$ cat src/rtl/bcd_step_counter_if.sv
// rtl/bcd_step_counter_if.sv - control and digit-output bundle for bcd_step_counter
interface bcd_step_counter_if;
  logic       en;
  logic       up;
  logic       load;
  logic [3:0] load_val;
  logic       clr_err;
  logic [3:0] bcd;
  logic       step;
  logic       carry;
  logic       err;

  modport master (
    output en, up, load, load_val, clr_err,
    input  bcd, step, carry, err
  );

  modport slave (
    input  en, up, load, load_val, clr_err,
    output bcd, step, carry, err
  );
endinterface

$ cat src/rtl/bcd_step_counter.sv
// rtl/bcd_step_counter.sv - prescaled up/down BCD digit counter with load and sticky load error
module bcd_step_counter #(
  parameter int TICK_DIV = 4
) (
  input  logic               clk,
  input  logic               rst,
  bcd_step_counter_if.slave  bus
);

  localparam logic [3:0] PCNT_LAST = 4'(TICK_DIV - 1);

  logic [3:0] pcnt;
  logic [3:0] bcd_q;
  logic       step_q;
  logic       carry_q;
  logic       err_q;
  logic       load_legal;

  assign load_legal = (bus.load_val <= 4'd9);

  always_ff @(posedge clk) begin
    if (rst) begin
      pcnt    <= 4'd0;
      bcd_q   <= 4'd0;
      step_q  <= 1'b0;
      carry_q <= 1'b0;
      err_q   <= 1'b0;
    end else begin
      step_q  <= 1'b0;
      carry_q <= 1'b0;

      // An illegal load in the same cycle as clr_err must leave err set,
      // so the set is written after the clear.
      if (bus.clr_err)
        err_q <= 1'b0;
      if (bus.load && !load_legal)
        err_q <= 1'b1;

      if (bus.load) begin
        pcnt <= 4'd0;
        if (load_legal)
          bcd_q <= bus.load_val;
      end else if (bus.en) begin
        if (pcnt == PCNT_LAST) begin
          pcnt   <= 4'd0;
          step_q <= 1'b1;
          if (bus.up) begin
            if (bcd_q >= 4'd9) begin
              bcd_q   <= 4'd0;
              carry_q <= 1'b1;
            end else begin
              bcd_q <= bcd_q + 4'd1;
            end
          end else begin
            if (bcd_q == 4'd0) begin
              bcd_q   <= 4'd9;
              carry_q <= 1'b1;
            end else begin
              bcd_q <= bcd_q - 4'd1;
            end
          end
        end else begin
          pcnt <= pcnt + 4'd1;
        end
      end
    end
  end

  assign bus.bcd   = bcd_q;
  assign bus.step  = step_q;
  assign bus.carry = carry_q;
  assign bus.err   = err_q;

endmodule

$ cat src/flat_wrapper.sv
// flat-port wrapper written by rule: the top's interface ports become plain ports
module bcd_step_counter_flat 
#(
  parameter int TICK_DIV = 4
)
  (clk, rst, bus_en, bus_up, bus_load, bus_load_val, bus_clr_err, bus_bcd, bus_step, bus_carry, bus_err);
  bcd_step_counter_if bus_i ();
  input  logic clk;
  input  logic rst;
  input wire logic [$bits(bus_i.en)-1:0] bus_en;
  input wire logic [$bits(bus_i.up)-1:0] bus_up;
  input wire logic [$bits(bus_i.load)-1:0] bus_load;
  input wire logic [$bits(bus_i.load_val)-1:0] bus_load_val;
  input wire logic [$bits(bus_i.clr_err)-1:0] bus_clr_err;
  output wire logic [$bits(bus_i.bcd)-1:0] bus_bcd;
  output wire logic [$bits(bus_i.step)-1:0] bus_step;
  output wire logic [$bits(bus_i.carry)-1:0] bus_carry;
  output wire logic [$bits(bus_i.err)-1:0] bus_err;
  assign bus_i.en = bus_en;
  assign bus_i.up = bus_up;
  assign bus_i.load = bus_load;
  assign bus_i.load_val = bus_load_val;
  assign bus_i.clr_err = bus_clr_err;
  assign bus_bcd = bus_i.bcd;
  assign bus_step = bus_i.step;
  assign bus_carry = bus_i.carry;
  assign bus_err = bus_i.err;
  bcd_step_counter #(.TICK_DIV(TICK_DIV)) u_core (.clk(clk), .rst(rst), .bus(bus_i));
endmodule
$ cat config.mk
export PLATFORM = sky130hd
export DESIGN_NAME = bcd_step_counter_flat
export DESIGN_NICKNAME = d
export VERILOG_FILES = /design/src/rtl/bcd_step_counter_if.sv /design/src/rtl/bcd_step_counter.sv /design/src/flat_wrapper.sv
export SDC_FILE = /design/constraint.sdc
export NUM_CORES = 1
export LEC_CHECK = 0
export CAP_MARGIN = 0
export CORE_MARGIN = 2
export CORE_UTILIZATION = 47
export CTS_CLUSTER_DIAMETER = 120
export CTS_CLUSTER_SIZE = 28
export DETAILED_ROUTE_END_ITERATION = 7
export PLACE_DENSITY = 0.77
export SYNTH_ARGS = -nofsm -noshare
export SYNTH_HDL_FRONTEND = slang
export SYNTH_SLANG_ARGS = --single-unit
$ cat constraint.sdc
create_clock -name clk -period 1.75 [get_ports clk]
set_input_delay 0.35 -clock clk [delete_from_list [all_inputs] [get_ports clk]]
set_output_delay 0.35 -clock clk [all_outputs]
set_load 0.02 [all_outputs]
==> results of run 1 <==
[worst min-delay path: cells and delay by family (launching register included)]
family          cells  cell delay (ns)
flops               1             0.31
simple gates        1             0.06
compound gates      1             0.05
[power breakdown]
| part | internal (W) | leakage, nW | switching [W] |
|---|---|---|---|
| logic | 0.0000908 | 0.270 | 0.0000836 |
| clock network | 0.0000885 | 0.0150 | 0.0000981 |
| registers | 0.000260 | 0.0901 | 0.0000125 |
[metrics by stage]
stage	hold WS, ns	setup TNS [ns]	total power (W)	cells
6_report	0.470	0	0.000633	127
3_3_place_gp	0.463	-0.104	0.000435	123
5_1_grt	0.496	0	0.000658	127
2_1_floorplan	0.419	0	0.000363	82
4_1_cts	0.476	0	0.000625	127
3_5_place_dp	0.465	-0.127	0.000441	123
[area by class of cell]
type	instances	area (um^2)
Multi-Input combinational cell	64	442
Fill cell	110	354
Timing Repair Buffer	29	256
Sequential cell	11	221
Clock buffer	4	26.3
Tap cell	15	18.8
Inverter	4	15.0
[kinds of logic (layout without fill, tap and decap cells)]
family                     count (synthesis)  after routing
AOI/OAI and AO/OA                         24             24
buffers and inverters                      7             37
adders and majority gates                  5              5
xor gates and xnor gates                   2              2
muxes                                      1              1
DFF                                       11             11
and+or+nand+nor                           32             32
[per-layer routing]
layer	GRT usage	vias to the layer above	share of wire	routed length, um
met3	0.0388	8	0.086	161
met5	0	-	0	0
met4	0.113	0	0.031	57
met1	0.234	337	0.41	771
li1	-	359	-	-
met2	0.350	43	0.47	873
[layout by cell type, fill, tap and decap left out, types with 2 or more instances in the layout]
master / instances
dfxtp_1: 10
nand3_1: 2
a21oi_1: 6
o21ai_0: 2
a311oi_1: 2
nor2_1: 9
nand4b_1: 2
o311ai_0: 2
clkbuf_4: 3
nand2b_1: 3
buf_4: 13
ha_1: 3
clkdlybuf4s50_1: 15
a211oi_1: 2
nand2_1: 8
ha_2: 2
o21ai_1: 2
inv_1: 4
a21boi_0: 2
[final timing paths]
check | start | end | slack, ns
hold / removal | u_core.bus.err | u_core.bus.err | 0.47
setup / recovery | u_core.bus.bcd[1] | bus_bcd[1] | 0.03
hold reg to reg | u_core.bus.err | u_core.bus.err | 0.47
setup reg to reg | u_core.bus.bcd[0] | u_core.bus.bcd[0] | 0.08
[sequential cells by signal, indices dropped and copies added, names as in the netlist]
| register | count |
|---|---|
| u_core.bus.bcd | 4 |
| u_core.bus.carry | 1 |
| u_core.bus.err | 1 |
| u_core.bus.step | 1 |
| u_core.pcnt | 4 |
[synthesized netlist by cell type, drive strengths merged (2+ instances only)]
cell,n,area (um^2)
dfxtp,11,220
buf,2,16.3
nand4b,2,17.5
a311oi,2,17.5
o21ai,4,20.0
a21oi,6,30.0
nand3,2,10.0
o311ai,2,17.5
nand2b,3,18.8
inv,4,15.0
a21boi,2,15.0
ha,5,62.6
a211oi,2,15.0
nor2,9,33.8
nand2,8,30.0
==> summary.md, run 1 <==
| Metric | Value |
|---|---|
| Total CTS buffers | 3 |
| Slew margin rel. | 0.760 |
| Hold Crit Depth | 2 |
| Post-DR wirelength/cell | approximately 15 um |
| Initial Util | 0.512 |
| Routability cong. | around 0.87 |
| Post-placement cell area | 940 um^2 |
| Type of origin of the critical path | flip-flop |
| RSZ-0062 raised after global routing | no |
| # hold bufs at CTS | 0 |
| Critical path's top delay family | buffers and inverters |
| Setup WS post-layout | 0.0346 ns |
| Setup violators final | 0 |
| Netlist cell types | 35 |
| Residual DRC | 0 |
| WL final | around 1900 um |
| Post-CTS sizing | 2 |
| IO buf count | 16 |
| Buffers & Inverters on Critical Path | 2 |
| Reg2Reg Depth | 6 |
| Seq cells post-synth | 11 |
| Initial antenna violation count | 0 |
| Ant diodes | 0 |
| CP Data Required Time | approximately 1.4 ns |
| Post-synthesis adder-cell area fraction | 0.0916 |
| Post-synth EDFFs | 0 |
| Mapped Cells | 82 |
| Power Dens Cells | 647 mW/mm^2 |
| Slowest stage delay, CP | 0.60 ns |
| Worst Path Arrival | ~1.4 ns |
| Period utilization | 0.980 |
| Worst-path clk slew | roughly 0.080 ns |
| Min Tclk post-route | about 1.7 ns |
| First-pass GRT wire length | 2710 um |
| Clock Skew | roughly 0.005 ns |
| Ports | 17 |
| Post-synthesis xor/xnor area fraction | 0.0256 |
| Max Root-Sink Buffers | 2 |
| Final Hold Vio Count | 0 |
| Share of layout cells above drive strength 1 | 0.205 |
| Status | finished, final reports clean |
| H-tree levels | 1 |
| CTS tree | built |
| Ys async rst share | 0 |
| Die area | 0.00177 mm^2 |
| Top_reg_cell synth | dfxtp_1 |
| Largest net degree at the start of global routing | 11 |
| DR vias | approximately 750 |
| Detailed Route Iter0 Violations | 27 |
| Max Transition Viols Final | 0 |
| Setup CP Type | flip-flop to primary output |
| Hpwl dp | between 1000 and 1500 um |
| Fmax achieved | 583 MHz |
| Worst skew pair latency | about 0.28 ns |
| Hold/Removal Path Class | flip-flop to flip-flop |
| Die W | ~42 um |
| Main combinational cell family by area after synthesis | simple AND/OR/NAND/NOR gates |
| Crit path depth | 2 |
| Area Overhead vs Synth | 43.4% |
| GRT Total Usage | 0.203 |
| Post-Synth Simple-Gate Area | 0.260 |
| Slowest library cell on the worst path | clkdlybuf4s50_1 |
| Vias in the first global route | approximately 700 |
| Post-route ant nets | 0 |
| Pleak | 0.375 nW |
| Syn_nets | 97 |
| Crit Path Max Fanout | 6 |
| Max-cap violation count | 0 |
| Via-to-Cell Ratio | 5.88 |
| Core area | around 0.0013 mm^2 |
| Register area share after synthesis | 0.322 |
| Clk root buf | clkbuf_4 |
| Yosys Warn Count | 0 |
| Final instance area | 980 um^2 |
| Syn avg cell area | between 8 and 9 um^2 |
| Grt ovf | 0 |
| Final core utilization | 0.735 |
| Worst-path cell chain | buf_4 -> clkdlybuf4s50_1 |
| Die height | ~42 um |
| Row count | 13 |
| Peak supply drop | 0.406 mV |
| TritonRoute pass-1 iters | 4 |
| Worst-Margin Slew | roughly 0.36 ns |
| Netlist Area Pre-Place | around 680 um^2 |
| Setup crit end kind | primary output |
| Synth Area in Compound Gates | 0.234 |
| Multiplexer share of the synthesized area | 0.0147 |
| Clock sinks | 11 |
| Final net count | ~130 |
| Post-CTS Repair Setup Buffers | 0 |
| DP Worst Slack | -0.0997 ns |
Power figures use the tool's default switching activity.
==> run 2, diff against run 1 <==
==> constraint.sdc (replaced) <==
create_clock -name clk -period 1.6 [get_ports clk]
set_input_delay 0.32 -clock clk [delete_from_list [all_inputs] [get_ports clk]]
set_output_delay 0.32 -clock clk [all_outputs]
set_load 0.02 [all_outputs]
==> summary.md, run 2 (synthesis results as in run 1) <==
| Metric | Value |
|---|---|
| Largest net degree at the start of global routing | 10 (was 11) |
| Detailed Route Iter0 Violations | 21 (was 27) |
| Row count | 13 (unchanged) |
| Peak supply drop | 0.422 mV (was 0.406 mV) |
| GRT Total Usage | 0.229 (was 0.203) |
| CP Data Required Time | 1.78 ns (was 1.40 ns) |
| Post-route ant nets | 0 (unchanged) |
| Fmax achieved | between 600 and 700 MHz |
| Hold/Removal Path Class | flip-flop to flip-flop (unchanged) |
| Clk root buf | clkbuf_4 (unchanged) |
| IO buf count | 16 (unchanged) |
| DP Worst Slack | -0.266 ns (was -0.0997 ns) |
| Worst-path clk slew | 0.07 ns (was 0.08 ns) |
| Max-cap violation count | 0 (unchanged) |
| HP Start | u_core.bus.err (unchanged) |
| Routability cong. | 0.883 (was 0.869) |
| Crit Path Max Fanout | 4 (was 6) |
| Cells after DPL | 131 (was 123) |
| Worst skew pair latency | 0.28 ns (about the same) |
| Highest-count cells in the layout ignoring fill and taps | 22 x buf_4, 12 x clkdlybuf4s50_1, 9 x nor2_1, 8 x dfxtp_1, 7 x nand2_1 (was 15 x clkdlybuf4s50_1, 13 x buf_4, 10 x dfxtp_1, 9 x nor2_1, 8 x nand2_1) |
| Setup crit end kind | flip-flop (was primary output) |
| Hpwl dp | 1350 um (was 1390 um) |
| Type of origin of the critical path | flip-flop (unchanged) |
| R2R Path Start | u_core.bus.bcd[1] (was u_core.bus.bcd[0]) |
| First-pass GRT wire length | 3040 um (was 2710 um) |
| Die W | 42.1 um (unchanged) |
| Max Transition Viols Final | 0 (unchanged) |
| Area Overhead vs Synth | 58.6% (was 43.4%) |
| Clock sinks | 11 (unchanged) |
| RSZ-0062 raised after global routing | yes (was no) |
| Final Hold Vio Count | 0 (unchanged) |
| Residual DRC | 0 (unchanged) |
| Post-DR wirelength/cell | 13.5 um (was 14.7 um) |
| Power Dens Cells | 658 mW/mm^2 (was 647 mW/mm^2) |
| Final net count | 137 (was 128) |
| Total CTS buffers | 3 (unchanged) |
| Vias in the first global route | 736 (was 684) |
| Max Root-Sink Buffers | 2 (unchanged) |
| Commonest non-fill, non-tap cell in the layout | buf_4 (was clkdlybuf4s50_1) |
| Setup CP Type | flip-flop to flip-flop (was flip-flop to primary output) |
| Die area | 0.00177 mm^2 (unchanged) |
| WL final | 1840 um (was 1860 um) |
| Die height | 42.1 um (unchanged) |
| Clock Skew | 0.00500 ns (was 0.00499 ns) |
| Setup TNS | 0 ns (unchanged) |
| Grt ovf | 0 (unchanged) |
| Initial Util | 0.512 (unchanged) |
| Worst Path Arrival | 1.73 ns (was 1.37 ns) |
| Status | finished, final reports clean (unchanged) |
| H-tree levels | 1 (unchanged) |
| # hold bufs at CTS | 0 (unchanged) |
| Min Tclk post-route | about 1.6 ns |
| Pleak | 0.449 nW (was 0.375 nW) |
| Worst-Margin Slew | 0.343 ns (was 0.358 ns) |
| Via-to-Cell Ratio | 5.57 (was 5.88) |
| Core area | 0.00133 mm^2 (unchanged) |
| Finished Layout Cells | 136 (was 127) |
| TritonRoute pass-1 iters | 4 (unchanged) |
| Min Hold Slack | 0.480 ns (was 0.470 ns) |
| Setup WS post-layout | 0.0461 ns (was 0.0346 ns) |
| CTS tree | built (unchanged) |
| Initial antenna violation count | 0 (unchanged) |
| Ports | 17 (unchanged) |
| Slew margin rel. | 0.768 (was 0.760) |
| Setup violators final | 0 (unchanged) |
| DR vias | 758 (was 747) |
| Ant diodes | 0 (unchanged) |
| Period utilization | 0.971 |
| Crit path from | u_core.bus.bcd[1] (unchanged) |
| Share of layout cells above drive strength 1 | 0.314 (was 0.205) |
[run 2: worst max-delay path, stage by stage (launching register included)]
cell and delay (ns):
dfxtp_2 0.36, inv_4 0.06, ha_1 0.17, or3b_4 0.40, o21ai_2 0.11, o31ai_1 0.08, a311oi_1 0.27
[run 2: stage by stage]
step	total power, W	util	area (um^2)
6_report	0.000713	0.812	1080
5_1_grt	0.000754	0.812	1080
2_1_floorplan	0.000398	-	686
3_5_place_dp	0.000497	0.751	1000
3_3_place_gp	0.000493	0.751	1000
4_1_cts	0.000700	0.780	1040
[run 2: where the power goes]
part	total [W]	internal, W	leakage (nW)	switching, W
registers	0.000297	0.000285	0.0912	0.0000126
clock network	0.000197	0.0000969	0.0150	0.000100
logic	0.000219	0.000118	0.342	0.000101
total	0.000713	0.000500	0.449	0.000213
[run 2: layout make-up]
cell class,count,area (um^2)
multi-input combinational,64,468
sequential,11,226
tap,15,18.8
inverter,4,20.0
clock buffer,4,26.3
fill,87,250
timing repair buffer,38,324
[run 2: final timing paths]
path,depth (start not counted),slack [ns],to
setup / recovery,6,0.05,u_core.bus.bcd[3]
hold / removal,2,0.48,u_core.bus.err
setup reg to reg,6,0.05,u_core.bus.bcd[3]
hold reg to reg,2,0.48,u_core.bus.err
[run 2: layer usage]
layer	share of wire	up-vias	GRT usage	wire (um)
li1	-	376	-	-
met1	0.46	349	0.284	845
met2	0.45	28	0.363	829
met3	0.062	5	0.0388	114
met4	0.028	0	0.150	51
met5	0	-	0	0
[run 2: what timing repair did]
item	4_1_cts	5_1_grt
resized for setup	8	11
cloned	0	0
pin swaps	3	3
buffers inserted	0	1
endpoints found under the setup margin	5	5
==> run 3, diff against run 2 <==
--- a/config.mk
+++ b/config.mk
@@ -5,6 +5,7 @@
 export SDC_FILE = /design/constraint.sdc
 export NUM_CORES = 1
 export LEC_CHECK = 0
+export ABC_CLOCK_PERIOD_IN_PS = 1600
 export CAP_MARGIN = 0
 export CORE_MARGIN = 2
 export CORE_UTILIZATION = 47
==> constraint.sdc (replaced) <==
create_clock -name clk -period 1.6 [get_ports clk]
set_input_delay 0.32 -clock clk [delete_from_list [all_inputs] [get_ports clk]]
set_output_delay 0.32 -clock clk [all_outputs]
set_load 0.01 [all_outputs]
==> summary.md, run 3 (synthesis results as in run 1) <==
| Metric | Value |
|---|---|
| Crit Path Max Fanout | 10 (was 4) |
| Highest-count cells in the layout ignoring fill and taps | 19 x buf_4, 14 x clkdlybuf4s50_1, 9 x nor2_1, 8 x nand2_1, 7 x dfxtp_1 (was 22 x buf_4, 12 x clkdlybuf4s50_1, 9 x nor2_1, 8 x dfxtp_1, 7 x nand2_1) |
| Final net count | 134 (was 137) |
| Final instance area | 0.00104 mm^2 (was 0.00108 mm^2) |
| Final Hold Vio Count | 0 (unchanged) |
| Total CTS buffers | 3 (unchanged) |
| Min Tclk post-route | 1.58 ns (was 1.55 ns) |
| Commonest non-fill, non-tap cell in the layout | buf_4 (unchanged) |
| Min Hold Slack | 0.474 ns (was 0.480 ns) |
| Worst-path clk slew | 0.07 ns (about the same) |
| Detailed Route Iter0 Violations | 14 (was 21) |
| Buffers & Inverters on Critical Path | 1 (unchanged) |
| Peak supply drop | 0.433 mV (was 0.422 mV) |
| Core area | 0.00133 mm^2 (unchanged) |
| Setup CP Type | flip-flop to primary output (was flip-flop to flip-flop) |
| Die area | 0.00177 mm^2 (unchanged) |
| CTS tree | built (unchanged) |
| DR vias | 764 (was 758) |
| Clock Skew | 0.00219 ns (was 0.00500 ns) |
| Row count | 13 (unchanged) |
| Slowest library cell on the worst path | clkdlybuf4s50_1 (was or3b_4) |
| Post-CTS Repair Setup Buffers | 0 (unchanged) |
| Gate power share | 0.284 (was 0.307) |
| Power Dens Cells | 669 mW/mm^2 (was 658 mW/mm^2) |
| Die W | 42.1 um (unchanged) |
| Max-cap violation count | 0 (unchanged) |
| Setup WS post-layout | 0.0239 ns (was 0.0461 ns) |
| Via-to-Cell Ratio | 5.74 (was 5.57) |
| Grt ovf | 0 (unchanged) |
| Post-route ant nets | 0 (unchanged) |
| Setup crit end kind | primary output (was flip-flop) |
| CP Data Required Time | 1.28 ns (was 1.78 ns) |
| Routability cong. | 0.959 (was 0.883) |
| Period utilization | 0.985 (was 0.971) |
| Type of origin of the critical path | flip-flop (unchanged) |
| Design Power | 0.000698 W (was 0.000713 W) |
| Clock power frac | 0.289 (was 0.276) |
| Pleak | 0.408 nW (was 0.449 nW) |
| Worst skew pair latency | 0.28 ns (about the same) |
| Ports | 17 (unchanged) |
| Net Sw Frac | 0.292 (was 0.299) |
| GRT Total Usage | 0.226 (was 0.229) |
| Die height | 42.1 um (unchanged) |
| Switch Pwr | 0.000204 W (was 0.000213 W) |
| Part of the power in registers | 0.427 (was 0.417) |
| Post-placement cell area | 986 um^2 (was 0.00100 mm^2) |
| RSZ-0062 raised after global routing | yes (unchanged) |
| Max Root-Sink Buffers | 2 (unchanged) |
| H-tree levels | 1 (unchanged) |
| Largest net degree at the start of global routing | 11 (was 10) |
| Post-DR wirelength/cell | 13.7 um (was 13.5 um) |
| Pint | 0.000494 W (was 0.000500 W) |
| Worst Path Arrival | 1.26 ns (was 1.73 ns) |
| Initial Util | 0.512 (unchanged) |
| Share of layout cells above drive strength 1 | 0.288 (was 0.314) |
| Max Transition Viols Final | 0 (unchanged) |
| Clock sinks | 11 (unchanged) |
| Worst-path cell chain | clkdlybuf4s50_1 (was inv_4 -> ha_1 -> or3b_4 -> o21ai_2 -> o31ai_1 -> a311oi_1) |
| Vias in the first global route | 679 (was 736) |
| Status | finished, final reports clean (unchanged) |
| Clk root buf | clkbuf_4 (unchanged) |
| WL final | 1830 um (was 1840 um) |
| Hpwl dp | 1330 um (was 1350 um) |
| Fmax achieved | 634 MHz (was 644 MHz) |
| IO buf count | 16 (unchanged) |
| Critical path's top delay family | buffers and inverters (was compound AO/OA/AOI/OAI gates) |
| DP Worst Slack | -0.282 ns (was -0.266 ns) |
| Slowest stage delay, CP | 0.56 ns (was 0.40 ns) |
| Slew margin rel. | 0.794 (was 0.768) |
| TritonRoute pass-1 iters | 4 (unchanged) |
| Worst-Margin Slew | 0.305 ns (was 0.343 ns) |
| Residual DRC | 0 (unchanged) |
| First-pass GRT wire length | 2990 um (was 3040 um) |
| Area Overhead vs Synth | 52.6% (was 58.6%) |
| Ant diodes | 0 (unchanged) |
| Hold/Removal Path Class | flip-flop to flip-flop (unchanged) |
| Setup violators final | 0 (unchanged) |
| Initial antenna violation count | 0 (unchanged) |
[run 3: cell count changes in the layout (fill, tap and decap cells not counted), sizes merged]
| cell | before | now |
|---|---|---|
| buf | 22 | 19 |
| clkdlybuf4s50 | 12 | 14 |
| dlygate4sd2 | 3 | 2 |
| dlymetal6s2s | 1 | 0 |
[run 3: path summary, 6_finish.rpt]
check / endpoint / slack (ns) / cells past startpoint / start
setup / recovery: bus_bcd[3] / 0.02 / 1 / u_core.bus.bcd[3]
hold / removal: u_core.bus.err / 0.47 / 2 / u_core.bus.err
hold reg to reg: u_core.bus.err / 0.47 / 2 / u_core.bus.err
setup reg to reg: u_core.bus.bcd[0] / 0.06 / 6 / u_core.bus.bcd[1]
[run 3: cell type report]
class	count	area (um^2)
multi-input cells	64	454
repair buffers	35	300
fillers	95	292
flip-flops and latches	11	228
clock buffers	4	26.3
well taps	15	18.8
inverters	4	15.0
[run 3: repair_timing]
action,in CTS,in global routing
endpoints found under the setup margin,7,6
gates cloned,0,0
pin swaps,0,2
hold buffers,0,0
hold endpoints to repair,0,0
gates resized for setup,7,8
[run 3: routing by layer]
metal	GRT usage	up-vias	wire length [um]
met3	0.0431	7	94
met2	0.331	30	808
met4	0.131	0	54
met1	0.308	355	869
met5	0	-	0
li1	-	372	-
[run 3: per-stage QoR]
| step | setup TNS (ns) | utilization | std cells |
|---|---|---|---|
| after global routing | -0.144 | 0.781 | 133 |
| after floorplan | 0 | - | 82 |
| after CTS | 0 | 0.766 | 133 |
| final | 0 | 0.781 | 133 |
| after global placement | -0.676 | 0.739 | 129 |
| after detailed placement | -0.898 | 0.739 | 129 |
[run 3: power by group through the flow]
stage / Sequential [W] / Clock [W] / Combinational (W)
floorplan: 0.000306 / 0 / 0.0000848
global placement: 0.000304 / 0 / 0.000183
detailed placement: 0.000304 / 0 / 0.000187
CTS: 0.000298 / 0.000207 / 0.000186
finish: 0.000298 / 0.000201 / 0.000198
global route: 0.000301 / 0.000221 / 0.000215
